<file path="src/rtl/axi_bridge_pkg.sv">
// Shared FSM type, AXI encodings and sizing helper for the N-port cache-to-AXI bridge.
package axi_bridge_pkg;

   typedef enum logic [2:0] {
      ST_IDLE,
      ST_AR,
      ST_R,
      ST_AW,
      ST_W,
      ST_B,
      ST_DONE
   } state_t;

   localparam logic [1:0] AXI_BURST_INCR = 2'b01;

   localparam logic [2:0] AXI_SIZE_1B = 3'd0;
   localparam logic [2:0] AXI_SIZE_2B = 3'd1;
   localparam logic [2:0] AXI_SIZE_4B = 3'd2;
   localparam logic [2:0] AXI_SIZE_8B = 3'd3;

   // Width of an index into n items, never less than one bit.
   function automatic int idx_w(input int n);
      return (n > 1) ? $clog2(n) : 1;
   endfunction

endpackage

</file>
<file path="src/rtl/axi_nport_bridge_rr_arbiter.sv">
// Requester arbiter: round-robin with AXI_NPORT_BRIDGE_RR_EN defined, fixed lowest-index priority otherwise.
module rr_arbiter
   import axi_bridge_pkg::*;
#(
   parameter int NPORT = 2,
   parameter int IDX_W = idx_w(NPORT)
) (
   input  logic             clk,
   input  logic             rst,
   input  logic [NPORT-1:0] req,
   input  logic             en,
   output logic [NPORT-1:0] grant,
   output logic [IDX_W-1:0] idx
);

`ifdef AXI_NPORT_BRIDGE_RR_EN
   logic [IDX_W-1:0] ptr;
   logic             found;

   // Ports above the last winner first, then wrap round to the low ones.
   always_comb begin
      grant = '0;
      idx   = '0;
      found = 1'b0;
      for (int k = 0; k < NPORT; k++) begin
         if (!found && req[k] && (IDX_W'(k) > ptr)) begin
            found    = 1'b1;
            grant[k] = 1'b1;
            idx      = IDX_W'(k);
         end
      end
      for (int k = 0; k < NPORT; k++) begin
         if (!found && req[k] && (IDX_W'(k) <= ptr)) begin
            found    = 1'b1;
            grant[k] = 1'b1;
            idx      = IDX_W'(k);
         end
      end
   end

   always_ff @(posedge clk or posedge rst) begin
      if (rst)
         ptr <= IDX_W'(NPORT - 1);
      else if (en && found)
         ptr <= idx;
   end
`else
   logic unused_ok;
   assign unused_ok = clk ^ rst ^ en;

   always_comb begin
      grant = '0;
      idx   = '0;
      for (int k = NPORT - 1; k >= 0; k--) begin
         if (req[k]) begin
            grant    = '0;
            grant[k] = 1'b1;
            idx      = IDX_W'(k);
         end
      end
   end
`endif

endmodule

</file>
<file path="src/rtl/axi_nport_bridge.sv">
// N-port SRAM-like requester to single AXI3 master bridge, one transaction in flight.
// Grant policy selected by AXI_NPORT_BRIDGE_RR_EN (round-robin) or fixed priority when undefined.
module axi_nport_bridge
   import axi_bridge_pkg::*;
#(
   parameter int NPORT     = 2,
   parameter int ADDR_W    = 32,
   parameter int DATA_W    = 32,
   parameter int ID_W      = 4,
   parameter int MAX_BURST = 8
) (
   input  logic                        clk,
   input  logic                        rst,
   input  logic [NPORT-1:0]            req,
   input  logic [NPORT-1:0]            wr,
   input  logic [2*NPORT-1:0]          size,
   input  logic [8*NPORT-1:0]          len,
   input  logic [ADDR_W*NPORT-1:0]     addr,
   input  logic [DATA_W*NPORT-1:0]     wdata,
   input  logic [(DATA_W/8)*NPORT-1:0] wstrb,
   output logic [NPORT-1:0]            wnext,
   output logic [DATA_W-1:0]           rdata_o,
   output logic [NPORT-1:0]            rbeat,
   output logic [NPORT-1:0]            dok,
   output logic                        stall,
   output logic [ID_W-1:0]             arid,
   output logic [ADDR_W-1:0]           araddr,
   output logic [3:0]                  arlen,
   output logic [2:0]                  arsize,
   output logic [1:0]                  arburst,
   output logic [1:0]                  arlock,
   output logic [3:0]                  arcache,
   output logic [2:0]                  arprot,
   output logic                        arvalid,
   input  logic                        arready,
   input  logic [ID_W-1:0]             rid,
   input  logic [DATA_W-1:0]           rdata,
   input  logic [1:0]                  rresp,
   input  logic                        rlast,
   input  logic                        rvalid,
   output logic                        rready,
   output logic [ID_W-1:0]             awid,
   output logic [ADDR_W-1:0]           awaddr,
   output logic [3:0]                  awlen,
   output logic [2:0]                  awsize,
   output logic [1:0]                  awburst,
   output logic [1:0]                  awlock,
   output logic [3:0]                  awcache,
   output logic [2:0]                  awprot,
   output logic                        awvalid,
   input  logic                        awready,
   output logic [ID_W-1:0]             wid,
   output logic [DATA_W-1:0]           axi_wdata,
   output logic [DATA_W/8-1:0]         axi_wstrb,
   output logic                        wlast,
   output logic                        wvalid,
   input  logic                        wready,
   input  logic [ID_W-1:0]             bid,
   input  logic [1:0]                  bresp,
   input  logic                        bvalid,
   output logic                        bready
);

   localparam int IDX_W  = idx_w(NPORT);
   localparam int CNT_W  = idx_w(MAX_BURST);
   localparam int STRB_W = DATA_W / 8;

   state_t              state;
   logic [NPORT-1:0]    arb_grant;
   logic [IDX_W-1:0]    arb_idx;
   logic [IDX_W-1:0]    g_idx;
   logic [NPORT-1:0]    g_mask;
   logic [7:0]          len_q;
   logic [CNT_W-1:0]    cnt;
   logic                sel_wr;
   logic [1:0]          sel_size;
   logic [7:0]          sel_len;
   logic [ADDR_W-1:0]   sel_addr;
   logic                unused_ok;

   rr_arbiter #(.NPORT(NPORT), .IDX_W(IDX_W)) u_arb (
      .clk   (clk),
      .rst   (rst),
      .req   (req),
      .en    (state == ST_IDLE),
      .grant (arb_grant),
      .idx   (arb_idx)
   );

   // Request fields of the arbiter winner, and write payload of the latched owner.
   always_comb begin
      sel_wr    = 1'b0;
      sel_size  = '0;
      sel_len   = '0;
      sel_addr  = '0;
      axi_wdata = '0;
      axi_wstrb = '0;
      g_mask    = '0;
      for (int i = 0; i < NPORT; i++) begin
         if (arb_idx == IDX_W'(i)) begin
            sel_wr   = wr[i];
            sel_size = size[2*i +: 2];
            sel_len  = len[8*i +: 8];
            sel_addr = addr[ADDR_W*i +: ADDR_W];
         end
         if (g_idx == IDX_W'(i)) begin
            axi_wdata = wdata[DATA_W*i +: DATA_W];
            axi_wstrb = wstrb[STRB_W*i +: STRB_W];
            g_mask[i] = 1'b1;
         end
      end
   end

   assign rbeat   = (rready && rvalid) ? g_mask : '0;
   assign wnext   = (wvalid && wready) ? g_mask : '0;
   assign dok     = ((rready && rvalid && rlast) || (bready && bvalid)) ? g_mask : '0;
   assign stall   = |(req & ~dok);
   assign rdata_o = rdata;

   assign arburst = AXI_BURST_INCR;
   assign awburst = AXI_BURST_INCR;
   assign arlock  = '0;
   assign awlock  = '0;
   assign arcache = '0;
   assign awcache = '0;
   assign arprot  = '0;
   assign awprot  = '0;

   assign unused_ok = ^{rid, rresp, bid, bresp, len_q[7:4]};

   always_ff @(posedge clk or posedge rst) begin
      if (rst) begin
         state   <= ST_IDLE;
         arvalid <= 1'b0;
         rready  <= 1'b0;
         awvalid <= 1'b0;
         wvalid  <= 1'b0;
         wlast   <= 1'b0;
         bready  <= 1'b0;
         arid    <= '0;
         awid    <= '0;
         wid     <= '0;
         araddr  <= '0;
         awaddr  <= '0;
         arlen   <= '0;
         awlen   <= '0;
         arsize  <= '0;
         awsize  <= '0;
         g_idx   <= '0;
         len_q   <= '0;
         cnt     <= '0;
      end else begin
         case (state)
            ST_IDLE: begin
               if (arb_grant != '0) begin
                  g_idx <= arb_idx;
                  len_q <= sel_len;
                  cnt   <= '0;
                  if (sel_wr) begin
                     awvalid <= 1'b1;
                     awid    <= ID_W'(arb_idx);
                     wid     <= ID_W'(arb_idx);
                     awaddr  <= sel_addr;
                     awlen   <= sel_len[3:0];
                     awsize  <= {1'b0, sel_size};
                     state   <= ST_AW;
                  end else begin
                     arvalid <= 1'b1;
                     arid    <= ID_W'(arb_idx);
                     araddr  <= sel_addr;
                     arlen   <= sel_len[3:0];
                     arsize  <= {1'b0, sel_size};
                     state   <= ST_AR;
                  end
               end
            end
            ST_AR: begin
               if (arready) begin
                  arvalid <= 1'b0;
                  rready  <= 1'b1;
                  state   <= ST_R;
               end
            end
            ST_R: begin
               if (rvalid && rlast) begin
                  rready <= 1'b0;
                  state  <= ST_DONE;
               end
            end
            ST_AW: begin
               if (awready) begin
                  awvalid <= 1'b0;
                  wvalid  <= 1'b1;
                  wlast   <= (len_q[CNT_W-1:0] == '0);
                  cnt     <= '0;
                  state   <= ST_W;
               end
            end
            ST_W: begin
               if (wready) begin
                  cnt <= cnt + CNT_W'(1);
                  if (wlast) begin
                     wvalid <= 1'b0;
                     wlast  <= 1'b0;
                     bready <= 1'b1;
                     state  <= ST_B;
                  end else begin
                     wlast <= ((cnt + CNT_W'(1)) == len_q[CNT_W-1:0]);
                  end
               end
            end
            ST_B: begin
               if (bvalid) begin
                  bready <= 1'b0;
                  state  <= ST_DONE;
               end
            end
            // One dead cycle so a registered requester can drop req before re-arbitration.
            ST_DONE: state <= ST_IDLE;
            default: state <= ST_IDLE;
         endcase
      end
   end

endmodule

</file>
<file path="config.mk">
export PLATFORM = sky130hd
export DESIGN_NAME = axi_nport_bridge
export DESIGN_NICKNAME = d
export VERILOG_FILES = /design/src/rtl/axi_bridge_pkg.sv /design/src/rtl/axi_nport_bridge_rr_arbiter.sv /design/src/rtl/axi_nport_bridge.sv
export SDC_FILE = /design/constraint.sdc
export NUM_CORES = 1
export LEC_CHECK = 0
export CORE_AREA = 2 2 158 160
export DETAILED_ROUTE_END_ITERATION = 7
export DIE_AREA = 0 0 160 162
export PLACE_DENSITY = 0.6
export SLEW_MARGIN = 25
export SYNTH_ARGS = -nofsm -noshare
export SYNTH_HDL_FRONTEND = slang
export SYNTH_HIERARCHICAL = 1
export SYNTH_SLANG_ARGS = --single-unit
</file>
<file path="constraint.sdc">
create_clock -name clk -period 4.3 [get_ports clk]
set_input_delay 0.86 -clock clk [delete_from_list [all_inputs] [get_ports clk]]
set_output_delay 0.86 -clock clk [all_outputs]
set_load 0.05 [all_outputs]
</file>
==> run_results.csv, run 1 <==
group,metric,value,unit
status,status,"finished, final reports clean",
critical_path,reg2regPathDepth,5,
final_layout,drive_above_1_share,0.253,
power,swShare,0.503,
final_layout,antenna_cells,0,
logic_synthesis,ys_ff_latch,94,
job,max-cap-violations,0,
die,ios,405,
critical_path,reg2reg_from,"state[1]",
placement,port_buffers,287,
hold_path,hp-class,"flop to flop",
global_route,grt_max_degree,59,
hold_path,hp-start,"awaddr[7]",
final_layout,nets,897,
power,p_seq_frac,0.250,
cts,ctsRootBufferMaster,"clkbuf_16",
global_route,grt_pass1_vias,4428,
cts,cts_setup_buffers,0,
sta,hold_viol,0,
sta,period_needed,3680,ps
cts,cts_tree,"built",
die,die_x,160,um
critical_path,crit_type,"input pin to output port",
critical_path,cp_max_fo,5,
sta,fmax,272,MHz
hold_path,holdPathStages,1,
critical_path,end_kind,"output port",
logic_synthesis,yosys_warnings,6,
sta,fin_tns_setup,0,ps
global_route,grt_usage,0.140,
die,core,24100,um^2
power,pwr_density_cell,788,nW/um^2
routing,drt-initial-drc-count,133,
critical_path,critPathLaunchType,"input pin",
power,power.switching,3.36,mW
global_route,grt_pass1_wl,27300,um
logic_synthesis,synthArstFlopShare,1.00,
logic_synthesis,synth_area_per_cell,12.2,um^2
die,rows,57,
cts,clkTransAtPathRegs,80,ps
routing,avgRoutedWirePerCell,17.9,um
power,internal_power,3.31,mW
hold_path,holdPathEnd,"awaddr[7]",
logic_synthesis,ys_seq_area_frac,0.442,
die,initial_utilization,0.221,
placement,place_inst,997,
logic_synthesis,yosysTopAreaCell,"dfrtp_1",
critical_path,crit_required,3440,ps
logic_synthesis,syn-cell-area,5330,um^2
final_layout,layout_commonest_cell,"clkdlybuf4s50_1",
sta,rsz0062_at_grt,"no",
final_layout,design_area,8460,um^2
cts,clock_sinks,94,
power,p_leak,3.45,nW
sta,slew_violations,0,
cts,clk_latency,350,ps
cts,htree_levels,3,
sta,setup_viol,0,
routing,routed_via_density,4.11,
critical_path,r2r_slack,2270,ps
power,p_clk_frac,0.122,
sta,max_slew_margin,0.351,
critical_path,crit_arrival,2820,ps
critical_path,timing.rr.end,"araddr[3]",
cts,cts_hold_buf,0,
die,dieArea,25900,um^2
routing,vias,4167,
routing,wirelength,18200,um
cts,ctsResizeCount,0,
logic_synthesis,synth_area_leaders,"dfrtp_1, mux2_2, buf_4",
sta,period_share,0.856,
logic_synthesis,synthCells,437,
placement,hpwlAfterDp,14100,um
final_layout,stdcell_count,1013,
logic_synthesis,synth-edff-count,0,
routing,drc,0,
power,irDropWorstVdd,0.387,mV
global_route,antenna_found_initial,0,
logic_synthesis,synth_top_cell_area_share,0.442,
global_route,overflow,0,
power,p_comb_frac,0.628,
sta,clock_skew,10.6,ps
placement,gp_congestion,0.721,
cts,cts_buffers,9,
logic_synthesis,post_synth_num_cell_types,47,
final_layout,area_delta_synth_final,58.7,%
routing,drt_first_pass_iters,4,
sta,worst_slew_pin_slew,974,ps
final_layout,final_cell_mix,"clkdlybuf4s50_1, mux2_2, dfrtp_1",
logic_synthesis,synthFlopType,"dfrtp_1",
cts,clockBufferDepth,2,
placement,place_area,8170,um^2
routing,ant_nets,0,
die,die_h,162,um
-- layer usage --
| layer | GRT usage | up-vias | share of wire |
|---|---|---|---|
| li1 | - | 1922 | - |
| met1 | 0.152 | 2039 | 0.38 |
| met2 | 0.260 | 180 | 0.52 |
| met3 | 0.0569 | 26 | 0.086 |
| met4 | 0.0258 | 0 | 0.012 |
| met5 | 0 | - | 0 |
-- power by group through the flow --
| stage | combinational [mW] | clock, mW | sequential (mW) |
|---|---|---|---|
| 2_1_floorplan | 1.58 | 0 | 2.95 |
| 3_3_place_gp | 4.23 | 0 | 1.66 |
| 3_5_place_dp | 4.23 | 0 | 1.68 |
| 4_1_cts | 4.24 | 0.858 | 1.67 |
| 5_1_grt | 4.37 | 0.897 | 1.75 |
| 6_report | 4.18 | 0.814 | 1.67 |
-- sequential cells by signal, summed over array words and instances (netlist names) --
signal and cells:
arlen 4, awlen 4, awvalid 1, len_q 3, wvalid 1, awsize 2
g_idx 1, awaddr 32, cnt 3, wid 1, arvalid 1, arsize 2
wlast 1, bready 1, arid 1, rready 1, state 3, araddr 32
-- logic make-up after synthesis --
family	after synthesis	share of synthesized area
AO/OA/AOI/OAI	32	0.0404
XOR/XNOR	4	0.00658
adder cells (fa/ha/maj)	1	0.00235
buffers and inverters	95	0.123
flip-flops	94	0.442
multiplexers	153	0.329
other	2	0.00141
AND/OR/NAND/NOR	56	0.0554
-- how the worst max path moves through the flow --
stage | slack, ps | startpoint | end
floorplan | 990 | rst | araddr[0]
global placement | 610 | rvalid | stall
detailed placement | 610 | rvalid | stall
CTS | 610 | rvalid | stall
global route | 500 | rvalid | stall
finish | 620 | rvalid | stall
-- synthesized netlist by cell type, types with 2 or more instances --
library cell,number
a21o_1,2
a21oi_1,10
a2bb2oi_1,2
and3_1,2
buf_1,5
buf_2,7
buf_4,69
buf_6,4
clkbuf_1,4
conb_1,2
dfrtp_1,94
inv_1,6
mux2_1,9
mux2_2,134
mux2_4,9
nand2_1,24
nand3b_1,2
nor2_1,10
nor2b_1,5
nor3b_1,2
o21ai_0,6
o31ai_1,2
xnor2_1,3
-- final cells by class --
type	count	area [um^2]
Fill cell	2451	15700
Timing Repair Buffer	294	2940
Clock buffer	9	225
Sequential cell	94	2350
Tap cell	324	405
Multi-Input combinational cell	279	2440
Clock inverter	7	63.8
Inverter	6	25.0
-- metrics by stage --
stage / total power, mW / utilization / hold slack (ps) / worst slack (ps)
finish: 6.67 / 0.351 / 494 / 619
global route: 7.02 / 0.351 / 510 / 497
CTS: 6.77 / 0.351 / 503 / 610
detailed placement: 5.91 / 0.339 / 475 / 613
global placement: 5.89 / 0.339 / 467 / 615
floorplan: 4.53 / - / 470 / 991
-- worst max-delay path, stage by stage --
cell	delay [ps]
clkdlybuf4s50_1	490
a32oi_1	290
nand2b_1	170
a21oi_1	90
nor2_1	100
clkdlybuf4s50_1	820
Note: power is estimated with default switching activity, not from simulation.
==> inputs of run 2 (changes only) <==
--- a/config.mk
+++ b/config.mk
@@ -5,12 +5,12 @@
 export SDC_FILE = /design/constraint.sdc
 export NUM_CORES = 1
 export LEC_CHECK = 0
-export CORE_AREA = 2 2 158 160
+export CORE_AREA = 2 2 157 159
 export DETAILED_ROUTE_END_ITERATION = 7
-export DIE_AREA = 0 0 160 162
+export DIE_AREA = 0 0 159 161
+export GPL_ROUTABILITY_DRIVEN = 0
 export PLACE_DENSITY = 0.6
 export SLEW_MARGIN = 25
 export SYNTH_ARGS = -nofsm -noshare
 export SYNTH_HDL_FRONTEND = slang
-export SYNTH_HIERARCHICAL = 1
 export SYNTH_SLANG_ARGS = --single-unit
==> run 2 against run 1 <==
Net effect:
- synthesized area is 1.7% lower
- final area hardly changed
- via count is 1.4% higher
- setup slack worse by 30 ps
- sequential power hardly changed
- hold slack better by 5.9 ps
- flip-flop and latch count stayed put
- clock-buffer cell count is 1 higher
==> run_results.csv, run 2 <==
group,metric,value,unit
cts,cts_setup_buffers,0,
sta,fmax,269,MHz
job,max-cap-violations,0,
power,pwr_density_cell,799,nW/um^2
cts,cts_tree,"built",
routing,avgRoutedWirePerCell,18.1,um
hold_path,holdPathStages,1,
cts,clock_sinks,94,
sta,fin_hold_ws,500,ps
global_route,grt_max_degree,63,
cts,cts_hold_buf,0,
routing,drt-initial-drc-count,116,
die,die_h,161,um
logic_synthesis,synth_area_leaders,"dfrtp_1, mux2_2, buf_4",
logic_synthesis,synth_area_per_cell,11.9,um^2
logic_synthesis,synth_top_cell_area_share,0.449,
final_layout,antenna_cells,0,
routing,vias,4226,
logic_synthesis,yosysTopAreaCell,"dfrtp_1",
die,ios,405,
logic_synthesis,ys_ff_latch,94,
global_route,overflow,0,
critical_path,r2r_slack,1970,ps
sta,worst_slew_pin_slew,850,ps
logic_synthesis,syn-cell-area,5240,um^2
final_layout,nets,902,
placement,hpwlAfterDp,14600,um
final_layout,largestRegisters,"araddr x32, awaddr x32",
logic_synthesis,yosys_warnings,0,
die,initial_utilization,0.219,
final_layout,area_delta_synth_final,61.5,%
cts,htree_levels,3,
sta,period_share,0.863,
sta,setup_viol,0,
critical_path,crit_required,3440,ps
final_layout,drive_above_1_share,0.235,
routing,ant_nets,0,
logic_synthesis,ys_seq_area_frac,0.449,
cts,ctsResizeCount,0,
die,rows,57,
critical_path,reg2reg_from,"state[1]",
logic_synthesis,post_synth_num_cell_types,50,
final_layout,final_cell_mix,"clkdlybuf4s50_1, mux2_2, dfrtp_1",
critical_path,critPathLaunchType,"input pin",
sta,slew_violations,0,
global_route,grt_usage,0.140,
cts,cts_buffers,9,
placement,place_area,8110,um^2
global_route,grt_pass1_vias,4410,
sta,fin_tns_setup,0,ps
die,die_x,159,um
final_layout,fillers,2465,
critical_path,timing.rr.end,"awaddr[8]",
critical_path,crit_start,"bvalid",
routing,wirelength,18400,um
critical_path,crit_type,"input pin to output port",
global_route,grt_pass1_wl,27000,um
cts,clockBufferDepth,2,
cts,clkTransAtPathRegs,70,ps
cts,clk_latency,350,ps
global_route,antenna_found_initial,5,
placement,port_buffers,287,
critical_path,reg2regPathDepth,6,
routing,routed_via_density,4.15,
logic_synthesis,synth_common_cells,"mux2_2, dfrtp_1, buf_4",
sta,clock_skew,10.7,ps
hold_path,hp-class,"flop to flop",
routing,drt_first_pass_iters,4,
power,p_leak,3.40,nW
routing,drc,0,
sta,period_needed,3710,ps
critical_path,cp_max_fo,4,
logic_synthesis,yosysMostFrequentCell,"mux2_2",
critical_path,end_kind,"output port",
final_layout,design_area,8460,um^2
cts,ctsRootBufferMaster,"clkbuf_16",
final_layout,layout_commonest_cell,"clkdlybuf4s50_1",
sta,max_slew_margin,0.433,
sta,hold_viol,0,
logic_synthesis,synthFlopType,"dfrtp_1",
critical_path,crit_arrival,2850,ps
critical_path,crit_end,"dok[1]",
status,status,"finished, final reports clean",
die,core,24000,um^2
sta,rsz0062_at_grt,"no",
logic_synthesis,synthCells,440,
die,dieArea,25600,um^2
logic_synthesis,synth-edff-count,0,
logic_synthesis,synthArstFlopShare,1.00,
power,irDropWorstVdd,0.427,mV
[run 2: per-stage QoR]
step / setup WS [ps] / instances / power [mW] / util
finish: 589 / 1018 / 6.76 / 0.353
CTS: 548 / 1018 / 6.85 / 0.353
floorplan: 991 / 471 / 4.50 / -
detailed placement: 548 / 1002 / 5.87 / 0.339
global placement: 583 / 1002 / 5.86 / 0.339
global route: 569 / 1018 / 7.08 / 0.353
[run 2: cell families after synthesis]
logic type / share of synthesized area
buffers and inverters: 0.120
flip-flops: 0.449
other: 0.00143
adder cells (fa/ha/maj): 0.00239
AND/OR/NAND/NOR: 0.0576
XOR/XNOR: 0.00669
multiplexers: 0.295
AO/OA/AOI/OAI: 0.0671
[run 2: worst min path at each step]
| stage | startpoint | end |
|---|---|---|
| finish | awvalid | awvalid |
| global route | cnt[1] | cnt[1] |
| CTS | awvalid | awvalid |
| detailed placement | awvalid | awvalid |
| global placement | awvalid | awvalid |
| floorplan | cnt[1] | cnt[1] |
[run 2: layout make-up]
class                   instances  area [um^2]  area share
multi-input cells             285         2380       0.281
repair buffers                296         2960       0.350
inverters                       3         13.8     0.00163
flip-flops and latches         94         2350       0.278
clock inverters                 6          115      0.0136
clock buffers                  10          229      0.0271
well taps                     324          405      0.0479
[run 2: layer usage]
layer,track usage,vias up,wire length [um]
met5,0,-,35
met4,0.0616,6,607
met3,0.0578,42,1900
met2,0.261,210,9570
met1,0.135,2022,6260
li1,-,1946,-
[run 2: power by group]
group / leakage, nW / internal [mW] / switching, mW
Sequential: 1.12 / 1.32 / 0.338
Combinational: 2.12 / 1.56 / 2.60
Clock: 0.164 / 0.573 / 0.363
Total: 3.40 / 3.45 / 3.30
[run 2: critical path: stages]
cell,delay (ps)
clkdlybuf4s50_1,540
a32oi_1,520
nand2b_1,200
inv_1,40
clkdlybuf4s50_1,690
